$ cat config.mk
export PLATFORM = sky130hd
export DESIGN_NAME = ser_rx
export DESIGN_NICKNAME = d
export VERILOG_FILES = /design/src/rtl/ser_rx.sv
export SDC_FILE = /design/constraint.sdc
export NUM_CORES = 1
export LEC_CHECK = 0
export ABC_AREA = 1
export ABC_CLOCK_PERIOD_IN_PS = 1800
export CAP_MARGIN = 20
export CORE_MARGIN = 4
export CORE_UTILIZATION = 55
export CTS_CLUSTER_SIZE = 16
export DETAILED_ROUTE_END_ITERATION = 6
export PLACE_DENSITY = 0.78
export SLEW_MARGIN = 30
export SYNTH_ARGS = -nofsm -noshare
export SYNTH_HDL_FRONTEND = slang
export SYNTH_SLANG_ARGS = --single-unit
$ cat constraint.sdc
create_clock -name clk -period 1.8 [get_ports clk]
set_clock_uncertainty 0.1 [all_clocks]
set_input_delay 0.36 -clock clk [delete_from_list [all_inputs] [get_ports clk]]
set_output_delay 0.36 -clock clk [all_outputs]
set_load 0.03 [all_outputs]
$ cat src/rtl/ser_rx.sv
// ser_rx: LSB-first serial receiver, 2-flop input sync, valid/ready output.
// Optional even-parity bit and perr output when SER_RX_PARITY_EN is defined.
module ser_rx #(
  parameter int W   = 8,
  parameter int DIV = 16
) (
  input  logic         clk,
  input  logic         rst,
  input  logic         rxd,
  input  logic         ready,
  output logic [W-1:0] data,
  output logic         valid,
  output logic         ferr,
`ifdef SER_RX_PARITY_EN
  output logic         perr,
`endif
  output logic         ovr
);

  localparam int CW = $clog2(DIV);
  localparam int IW = (W > 1) ? $clog2(W) : 1;
  localparam logic [CW-1:0] HALF = CW'(DIV/2 - 1);
  localparam logic [CW-1:0] FULL = CW'(DIV - 1);
  localparam logic [IW-1:0] LAST = IW'(W - 1);

  typedef enum logic [2:0] {
    IDLE,
    START,
    DATA,
`ifdef SER_RX_PARITY_EN
    PAR,
`endif
    STOP,
    BRK
  } state_t;

  state_t        state_q;
  logic          s1_q;
  logic          rxs_q;
  logic [CW-1:0] cnt_q;
  logic [IW-1:0] idx_q;
  logic [W-1:0]  sh_q;
  logic [W-1:0]  sh_d;
  logic [W-1:0]  data_q;
  logic          valid_q;
  logic          ferr_q;
  logic          ovr_q;
  logic          par_ok;
  logic          tick;
  logic          hs;

  assign tick = (cnt_q == '0);
  assign hs   = valid_q && ready;
  // shift toward bit 0, new sample enters at the MSB
  assign sh_d = (sh_q >> 1) | (W'(rxs_q) << (W - 1));

`ifdef SER_RX_PARITY_EN
  logic pbad_q;
  logic perr_q;
  assign par_ok = !pbad_q;
  assign perr   = perr_q;
`else
  assign par_ok = 1'b1;
`endif

  // two-flop synchronizer, idle-high after reset
  always_ff @(posedge clk or posedge rst) begin
    if (rst) begin
      s1_q  <= 1'b1;
      rxs_q <= 1'b1;
    end else begin
      s1_q  <= rxd;
      rxs_q <= s1_q;
    end
  end

  // frame FSM, bit timer, shift register and output handshake
  always_ff @(posedge clk or posedge rst) begin
    if (rst) begin
      state_q <= IDLE;
      cnt_q   <= '0;
      idx_q   <= '0;
      sh_q    <= '0;
      data_q  <= '0;
      valid_q <= 1'b0;
      ferr_q  <= 1'b0;
      ovr_q   <= 1'b0;
`ifdef SER_RX_PARITY_EN
      pbad_q  <= 1'b0;
      perr_q  <= 1'b0;
`endif
    end else begin
      ferr_q <= 1'b0;
`ifdef SER_RX_PARITY_EN
      perr_q <= 1'b0;
`endif
      if (hs) begin
        valid_q <= 1'b0;
        ovr_q   <= 1'b0;
      end
      if (state_q != IDLE && state_q != BRK && !tick)
        cnt_q <= cnt_q - 1'b1;
      unique case (state_q)
        IDLE: begin
          if (!rxs_q) begin
            state_q <= START;
            cnt_q   <= HALF;
          end
        end
        START: begin
          if (tick) begin
            if (!rxs_q) begin
              state_q <= DATA;
              cnt_q   <= FULL;
              idx_q   <= '0;
            end else begin
              state_q <= IDLE;
            end
          end
        end
        DATA: begin
          if (tick) begin
            sh_q  <= sh_d;
            cnt_q <= FULL;
            if (idx_q == LAST) begin
`ifdef SER_RX_PARITY_EN
              state_q <= PAR;
`else
              state_q <= STOP;
`endif
            end else begin
              idx_q <= idx_q + 1'b1;
            end
          end
        end
`ifdef SER_RX_PARITY_EN
        PAR: begin
          if (tick) begin
            pbad_q  <= (^sh_q) ^ rxs_q;
            perr_q  <= (^sh_q) ^ rxs_q;
            cnt_q   <= FULL;
            state_q <= STOP;
          end
        end
`endif
        STOP: begin
          if (tick) begin
            if (rxs_q) begin
              state_q <= IDLE;
              if (par_ok) begin
                if (!valid_q || ready) begin
                  data_q  <= sh_q;
                  valid_q <= 1'b1;
                end else begin
                  ovr_q <= 1'b1;
                end
              end
            end else begin
              ferr_q  <= 1'b1;
              state_q <= BRK;
            end
          end
        end
        BRK: begin
          if (rxs_q)
            state_q <= IDLE;
        end
        default: state_q <= IDLE;
      endcase
    end
  end

  assign data  = data_q;
  assign valid = valid_q;
  assign ferr  = ferr_q;
  assign ovr   = ovr_q;

endmodule

**Word-level counts from Yosys, hierarchy flattened**

Index checks and enable logic that the tools add are counted.

- Div/mod/pow operators: 0
- Reduce and logical (&&, ||, !) cells: 14
- Magnitude comparators: 0
- Multipliers: 0
- $add $sub $neg: 2
- Bitwise gates (word level): 1
- Equality and inequality tests: 14
- Shift operators: 0
- Mux-type cells: 33

Operator list:

| cell | number |
|---|---|
| 3-bit two-way mux | 11 |
| 4-bit two-way mux | 5 |
| 2-bit != test, second input constant | 8 |
| 3-bit case mux with 5 select lines | 1 |
| 1-bit two-way mux | 13 |
| 4-bit case mux with 3 select lines | 1 |
| 7-bit by 8-bit OR with 8-bit output | 1 |
| 3-bit by 2-bit == test with 1-bit output, second input constant | 2 |
| 3-bit == test, second input constant | 2 |
| 3-bit case mux with 2 select lines | 1 |
| 6-bit AND reduction | 1 |
| 5-bit AND reduction | 1 |
| 4-bit logical NOT | 1 |
| 4-bit AND reduction | 1 |
| 4-bit by 1-bit subtractor with 4-bit output, second input constant | 1 |
| 3-bit by 1-bit adder with 3-bit output, second input constant | 1 |
| 3-bit by 1-bit == test with 1-bit output, second input constant | 1 |
| 1-bit logical AND | 3 |
| 3-bit logical NOT | 1 |
| 3-bit != test, second input constant | 1 |
| 3-bit nonzero test | 1 |
| 1-bit logical NOT | 2 |
| 2-bit two-way mux | 1 |
| 2-bit AND reduction | 1 |
| other kinds (2) | 2 |

- Bits in read-only memories: 0
- Memories kept: 0
- Flip-flop bits (word level): 31
- Word-level logic and storage cells: 74
- Bits in writable memories: 0
- Bits in latches: 0

**Depth between registers and ports, before layout**

Gate-level depths: netlist of run 1.

- Depth in word-level cells: 7
- Gate-level depth with buffers: 8

**Worst setup path before layout of run 1**

OpenSTA, ideal clock, no wires.

- Path type: register to register
- Start: register cnt_q[0]
- End: register data_q[1] (netlist: data[1])
- Clock period less this slack: 1.481 ns
- Setup time: 0.118 ns
- Setup slack: 0.319 ns
- Cell stages (with the launch flop): 9
- Arrival: 1.264 ns
- Required time: 1.582 ns
- Path through: dfrtp_1 -> inv_1 -> ha_1 -> nand2_2 -> nor3_4 -> nand2_4 -> buf_6 -> nand2_2 -> o21ai_2

- Cells in the longest elaborated chain, start to end: 2

RTL lines:

| what | RTL line | RTL |
|---|---|---|
| from (decl) | 40 | `logic [CW-1:0] cnt_q;` |
| from (signal assigned) | 102 | `cnt_q <= cnt_q - 1'b1;` |
| 4-bit logical NOT | 52 | `assign tick = (cnt_q == '0);` |
| 4-bit AND reduction (no source line) | -- |  |
| to (signal assigned) | 152 | `data_q <= sh_q;` |
| to (decl) | 44 | `logic [W-1:0] data_q;` |

Every way passes these cells.
A chain may end at the register's enable or synchronous reset.

**Worst setup path in the final report of run 1**

- Start: register cnt_q[0]
- End: register data_q[3] (netlist: data[3])

The elaborated chain is that of the path after synthesis.

==> summary.md, run 1 <==
| Metric | Value |
|---|---|
| Status | `complete, no violations` |
| Global-route wire length before repair | `4440 um` |
| Num ports | `15` |
| H-tree Lvls | `2` |
| PD cells | `~1100 mW/mm2` |
| FFs w/ async S/R, synth | `100%` |
| Max Root-Sink Buffers | `2` |
| Pins Over Slew Limit | `0` |
| Chip width | `59.1 um` |
| Core area | `approximately 0.0025 mm2` |
| Clk root buf | `clkbuf_4` |
| Max incr delay on CP | `between 0.3 and 0.4 ns` |
| Worst hold path type | `flop to flop` |
| Synth Flop Type | `dfrtp_1` |
| Initial DRC count | `30` |
| WP data arrival | `1.71 ns` |
| Synthesized area | `0.00144 mm2` |
| ANT nets after route | `0` |
| HPWL Detailed | `1880 um` |
| Util after Layout | `67.1%` |
| Register Area | `778 um2` |
| CP cell instances | `inv_1, ha_1, nand2_2, nor3_4, nand2_4, nand2_1, o21ai_2` |
| Initial antenna violation count | `0` |
| Post-synth EDFFs | `0` |
| Row count | `18` |
| Static Leak | `0.894 nW` |
| Clock transition at the registers of the reported paths | `0.09 ns` |
| Setup CP Type | `flop to flop` |
| Average wire per standard cell | `12.1 um` |
| Die area | `0.00349 mm2` |
| Least-Margin Pin Slew | `0.341 ns` |
| Final Hold Violating Endpoints | `0` |
| Period utilization | `88.0%` |
| Final nets | `186` |
| Buffers on Ports | `14` |
| N_diodes | `0` |
| Worst vdd ir | `0.691 mV` |
| Syn avg cell area | `9.09 um2` |
| Synth warn | `0` |
| Slew margin rel. | `77.0%` |
| Fillers | `210` |
| Critical Path RT | `1.92 ns` |
| Critical Path Slowest Stage Cell | `dfrtp_1` |
| Max-Cap Viols | `0` |
| Via/cell ratio | `roughly 5.2` |
| DRT Pass-1 Iters | `4` |
| Vias in the first global route | `1,051` |
| Setup violations, final | `0` |
| Initial Util | `between 50 and 60%` |
| Congestion Overflow GR | `0` |
| Hold_buf cts | `0` |
| Share of cells above drive strength 1 | `a little over an eighth` |
| Clk sink count | `31` |
| Synth Instances | `158` |
| Achievable Freq | `approximately 0.63 GHz` |
| Library cells used by synthesis | `23` |
| Setup TNS | `0 ns` |
| Critical Path End Type | `flop` |
| Die Y | `59.1 um` |
| Area growth, synth to finish | `15.8%` |
| Synth Net Count | `166` |
| Minimum clock period | `1.58 ns` |
| # DRC | `0` |
| Sequential area share after synthesis | `54.2%` |
| Vias post-DR | `around 1,100` |
| Total CTS buffers | `5` |
| Multi-input combinational cell area | `approximately 550 um2` |
| Clock latency at the later pin of the worst-skew pair | `0.32 ns` |
| Gr usage total | `17.3%` |
| CP Max Fanout | `15` |
| RePlAce Congestion | `0.871` |
| RSZ-0062 raised after global routing | `no` |
| CTS tree | `done` |
| Largest net degree at the start of global routing | `32` |
| Routed wire length | `2540 um` |
| Synth Register Bits | `31` |
| Crit start category | `flop` |
stage by stage:
step / power [mW] / std cells / hold slack, ns / cell area, um2 / setup WS (ns)
4_1_cts: 1.81 / 209 / 0.264 / 1660 / 0.0277
6_report: 1.80 / 209 / 0.263 / 1660 / 0.215
2_1_floorplan: 1.31 / 158 / 0.245 / 1440 / 0.319
5_1_grt: 1.94 / 209 / 0.272 / 1660 / 0.0684
3_5_place_dp: 1.44 / 201 / 0.250 / 1620 / 0.164
3_3_place_gp: 1.40 / 201 / 0.246 / 1620 / 0.250
cells in the final DEF (no fill, tap or decap), types with 2 or more instances in the layout:
cell type,Yosys,layout
nand2_2,4,3
clkbuf_4,0,5
dfstp_2,2,2
inv_1,24,24
clkbuf_1,0,2
nand2_4,1,2
nor2_1,5,5
clkdlybuf4s50_1,0,3
nand4_1,8,8
dlygate4sd2_1,0,10
dfrtp_1,29,29
o21ai_0,10,9
o21ai_1,1,2
nand2_1,42,42
o21ai_2,7,7
ha_1,4,4
xor2_1,2,2
nand3_1,10,10
critical path: cells and delay by family, from the launching register on:
kind | cells | cell delay (ns)
adder cells (fa/ha/maj) | 1 | 0.17
AO/OA/AOI/OAI | 1 | 0.05
AND/OR/NAND/NOR | 4 | 0.65
buffers and inverters | 1 | 0.11
flip-flops | 1 | 0.39
path summary, 6_finish.rpt:
path / start / endpoint / slack, ns / depth (start not counted)
setup / recovery: cnt_q[0] / data[3] / 0.22 / 7
hold / removal: s1_q / rxs_q / 0.26 / 0
setup reg to reg: cnt_q[0] / data[3] / 0.22 / 7
hold reg to reg: s1_q / rxs_q / 0.26 / 0
max in group asynchronous: rst / s1_q / 1.08 / 3
min in group asynchronous: rst / data[1] / 0.29 / 3
area by class of cell:
class	instances	area share, %
Clock buffer	7	2.71
Timing Repair Buffer	15	9.03
Clock inverter	1	0.301
Multi-Input combinational cell	100	33.3
Tap cell	30	2.26
Sequential cell	31	46.8
Inverter	25	5.64
logic make-up (layout without fill, tap and decap cells):
kind of cell,count (synthesis),in the layout,share of synthesized area [%]
and+or+nand+nor,74,74,24.5
DFF,31,31,54.2
AOI/OAI and AO/OA,20,20,8.97
adders and majority gates,4,4,3.48
xor gates and xnor gates,2,2,1.22
buffers and inverters,27,48,7.67
what timing repair did:
action                                  CTS  global route
buffers inserted                          0             0
resized for setup                        10             3
endpoints found under the setup margin   10             3
flip-flops by register name, summed over array words and instances, names as in the netlist:
register  flops
cnt_q         4
idx_q         3
state_q       3
rxs_q         1
data          8
sh_q          8
s1_q          1
ferr          1
valid         1
ovr           1
synthesized netlist by cell type, types with 2 or more instances:
cell type	count	area (um2)
o21ai_2	7	61.3
dfstp_2	2	52.6
nand4_1	8	50.1
nor2_1	5	18.8
dfrtp_1	29	726
inv_1	24	90.1
xor2_1	2	17.5
ha_1	4	50.1
nand3_1	10	50.1
o21ai_0	10	50.1
nand2_1	42	158
nand2_2	4	25.0
metal layers:
layer / global-route usage, % / vias up / wire length, um
met3: 5.23 / 7 / 124
met5: 0 / - / 0
li1: - / 545 / -
met4: 8.74 / 0 / 48
met1: 20.4 / 522 / 1130
met2: 28.4 / 22 / 1230
power breakdown:
part           leakage [nW]  switching [mW]  internal (mW)  total, mW
clock                0.0293           0.220          0.152      0.372
combinational         0.455           0.348          0.196      0.544
sequential            0.410          0.0926          0.792      0.885
total                 0.894           0.661           1.14       1.80
Power figures use the tool's default switching activity.
==> inputs of run 2 (changes only) <==
Settings changed: ABC_AREA 1 to unset, CORE_UTILIZATION 55 to 54, PLACE_DENSITY 0.78 to 0.77.
==> run 2 against run 1 <==
  * Critical path depth down 2
  * Sequential power is 9.4% higher
  * Worst setup slack lost 0.14 ns
  * Critical endpoint is now data[6]
  * Routed wire length is 1.1% lower
  * Cell count shrank 24%
==> summary.md, run 2 <==
| Metric | Value |
|---|---|
| Synth Register Bits | `31` |
| Critical Path RT | `1.92 ns` |
| Slew margin rel. | `about two thirds` |
| Initial antenna violation count | `0` |
| Int Power | `1.32 mW` |
| Sequential area share after synthesis | `approximately 57%` |
| Top cells by count, synth | `dfrtp_1 (29), mux2_2 (17), nand2_1 (6), o21ai_0 (6)` |
| Share of cells above drive strength 1 | `a little under a third` |
| Postcts setup bufs | `0` |
| Worst path bufs/invs | `1` |
| Clk sink count | `31` |
| Worst hold path type | `input pin to async pin` |
| Static Leak | `0.821 nW` |
| N_diodes | `0` |
| Core area | `0.00230 mm2` |
| Num ports | `15` |
| H-tree Lvls | `2` |
| Setup violations, final | `0` |
| Die area | `approximately 0.0034 mm2` |
| Clk root buf | `clkbuf_4` |
| Period utilization | `a little over nine tenths` |
| Clk pwr share | `23.3%` |
| WP depth | `5` |
| Synth Flop Type | `dfrtp_1` |
| Logic pwr share | `28.2%` |
| DRT Pass-1 Iters | `4` |
| Final Hold Violating Endpoints | `0` |
| Minimum clock period | `1.72 ns` |
| Average wire per standard cell | `15.9 um` |
| Synth Instances | `about 110` |
| Util after Layout | `71.2%` |
| Row count | `17` |
| Max incr delay on CP | `0.42 ns` |
| CP Max Fanout | `8` |
| Fillers | `176` |
| Clock latency at the later pin of the worst-skew pair | `0.33 ns` |
| Seq pwr share | `48.5%` |
| PnR worst setup slack | `0.0789 ns` |
| Synthesized area | `0.00136 mm2` |
| Congestion Overflow GR | `0` |
| Chip width | `58.2 um` |
| Library cells used by synthesis | `30` |
| Area growth, synth to finish | `20.0%` |
| HPWL Detailed | `1710 um` |
| WP data arrival | `1.84 ns` |
| ANT nets after route | `0` |
| Total power | `between 1.5 and 2 mW` |
| Switching share of power | `33.8%` |
| Largest net degree at the start of global routing | `32` |
| Synth warn | `0` |
| # DRC | `0` |
| Yosys top cell by area | `dfrtp_1` |
| Worst vdd ir | `0.898 mV` |
| Synth Net Count | `between 100 and 150` |
| Die Y | `58.2 um` |
| RSZ-0062 raised after global routing | `no` |
| Gr usage total | `17.8%` |
| Max-Cap Viols | `0` |
| Initial DRC count | `22` |
| CP cell instances | `inv_2, ha_4, nor4b_4, and3_4, mux2_2` |
| Total CTS buffers | `5` |
| Leading cell type in the layout, fill and taps excluded | `dfrtp_1` |
| Via/cell ratio | `5.72` |
| Top-area cell type share of the netlist area | `53.3%` |
| Crit start category | `flop` |
| Max Root-Sink Buffers | `2` |
| Clock transition at the registers of the reported paths | `0.10 ns` |
| Syn avg cell area | `roughly 13 um2` |
| R2R cell count | `5` |
| Critical Path Slowest Stage Cell | `dfrtp_1` |
| Final nets | `~140` |
| Crit path max-delay family | `simple AND/OR/NAND/NOR gates` |
| RePlAce Congestion | `between 0.8 and 0.9` |
| Vias in the first global route | `905` |
| Buffers on Ports | `14` |
| Routed wire length | `~2500 um` |
| Dpl ws | `-0.0678 ns` |
| PD cells | `1220 mW/mm2` |
| Achievable Freq | `0.581 GHz` |
| Least-Margin Pin Slew | `a little over 0.5 ns` |
| Setup CP Type | `flop to flop` |
| FFs w/ async S/R, synth | `100%` |
| Count leader, synth | `dfrtp_1` |
| Post-synth EDFFs | `0` |
| Status | `complete, no violations` |
| Commonest cells after routing, fill and taps aside | `dfrtp_1 (29), mux2_2 (17), dlygate4sd2_1 (11), nand2_1 (6)` |
| Synth area leaders | `dfrtp_1 (53%), mux2_2 (14%), dfstp_2 (3.9%), ha_1 (3.7%), o21ai_0 (2.2%)` |
| Critical Path End Type | `flop` |
| Pins Over Slew Limit | `0` |
| Initial Util | `59.3%` |
| Setup TNS | `0 ns` |
| Switching pwr | `just under 0.7 mW` |
| Vias post-DR | `904` |
| CTS tree | `done` |
| Global-route wire length before repair | `4370 um` |
## run 2: cell count changes after synthesis, sizes merged, moves of 5 or more
cell | before | now
mux2 | 0 | 17
inv | 25 | 4
nand2 | 47 | 7
o21ai | 18 | 6
nand3 | 11 | 1
nand4 | 8 | 3
## run 2: area by class of cell
type                            instances  area (um2)  area share (%)
Sequential cell                        31         778            47.6
Clock buffer                            7        65.1            3.98
Multi-Input combinational cell         69         566            34.6
Clock inverter                          1        7.51           0.459
Tap cell                               28        35.0            2.14
Timing Repair Buffer                   18         169            10.3
Inverter                                4        15.0           0.918
## run 2: metrics by stage
step | hold slack [ns] | instances | area [um2]
floorplan | 0.245 | 107 | 1370
global placement | 0.247 | 151 | 1580
detailed placement | 0.255 | 151 | 1580
CTS | 0.261 | 159 | 1650
global route | 0.256 | 158 | 1640
finish | 0.262 | 158 | 1640
## run 2: path summary, 6_finish.rpt
path | from | endpoint | slack (ns)
setup / recovery | cnt_q[0] | data[6] | 0.08
setup reg to reg | cnt_q[0] | data[6] | 0.08
hold / removal | rst | sh_q[7] | 0.26
hold reg to reg | s1_q | rxs_q | 0.28
max in group asynchronous | rst | rxs_q | 1.10
min in group clk | s1_q | rxs_q | 0.28
## run 2: cell families after synthesis
kind of cell / Yosys count / synth area share, %
simple gates: 32 / 15.2
flops: 31 / 57.1
mux: 17 / 14.0
compound gates: 16 / 7.26
buf+inv: 7 / 2.66
fa+ha+maj: 4 / 3.67
## run 2: power by group through the flow
stage,sequential (mW),combinational [mW],clock (mW)
floorplan,0.934,0.422,0
global placement,0.963,0.521,0
detailed placement,0.977,0.549,0
CTS,0.962,0.546,0.480
global route,0.992,0.634,0.532
finish,0.968,0.563,0.467
## run 2: repair_timing
item	in CTS	in global routing
hold buffers	0	0
resized for setup	12	4
setup endpoints to repair	15	18
pin swaps	0	1
## run 2: routing by layer
| layer | vias up | global-route usage, % | routed length [um] |
|---|---|---|---|
| li1 | 429 | - | - |
| met1 | 458 | 22.1 | 1110 |
| met2 | 15 | 27.4 | 1260 |
| met3 | 2 | 7.57 | 113 |
| met4 | 0 | 6.95 | 17 |
| met5 | - | 0 | 0 |
## run 2: tightest hold or removal path, cell delays in order
cell and delay (ns):
clkdlybuf4s50_1 0.39, inv_1 0.10, buf_12 0.21
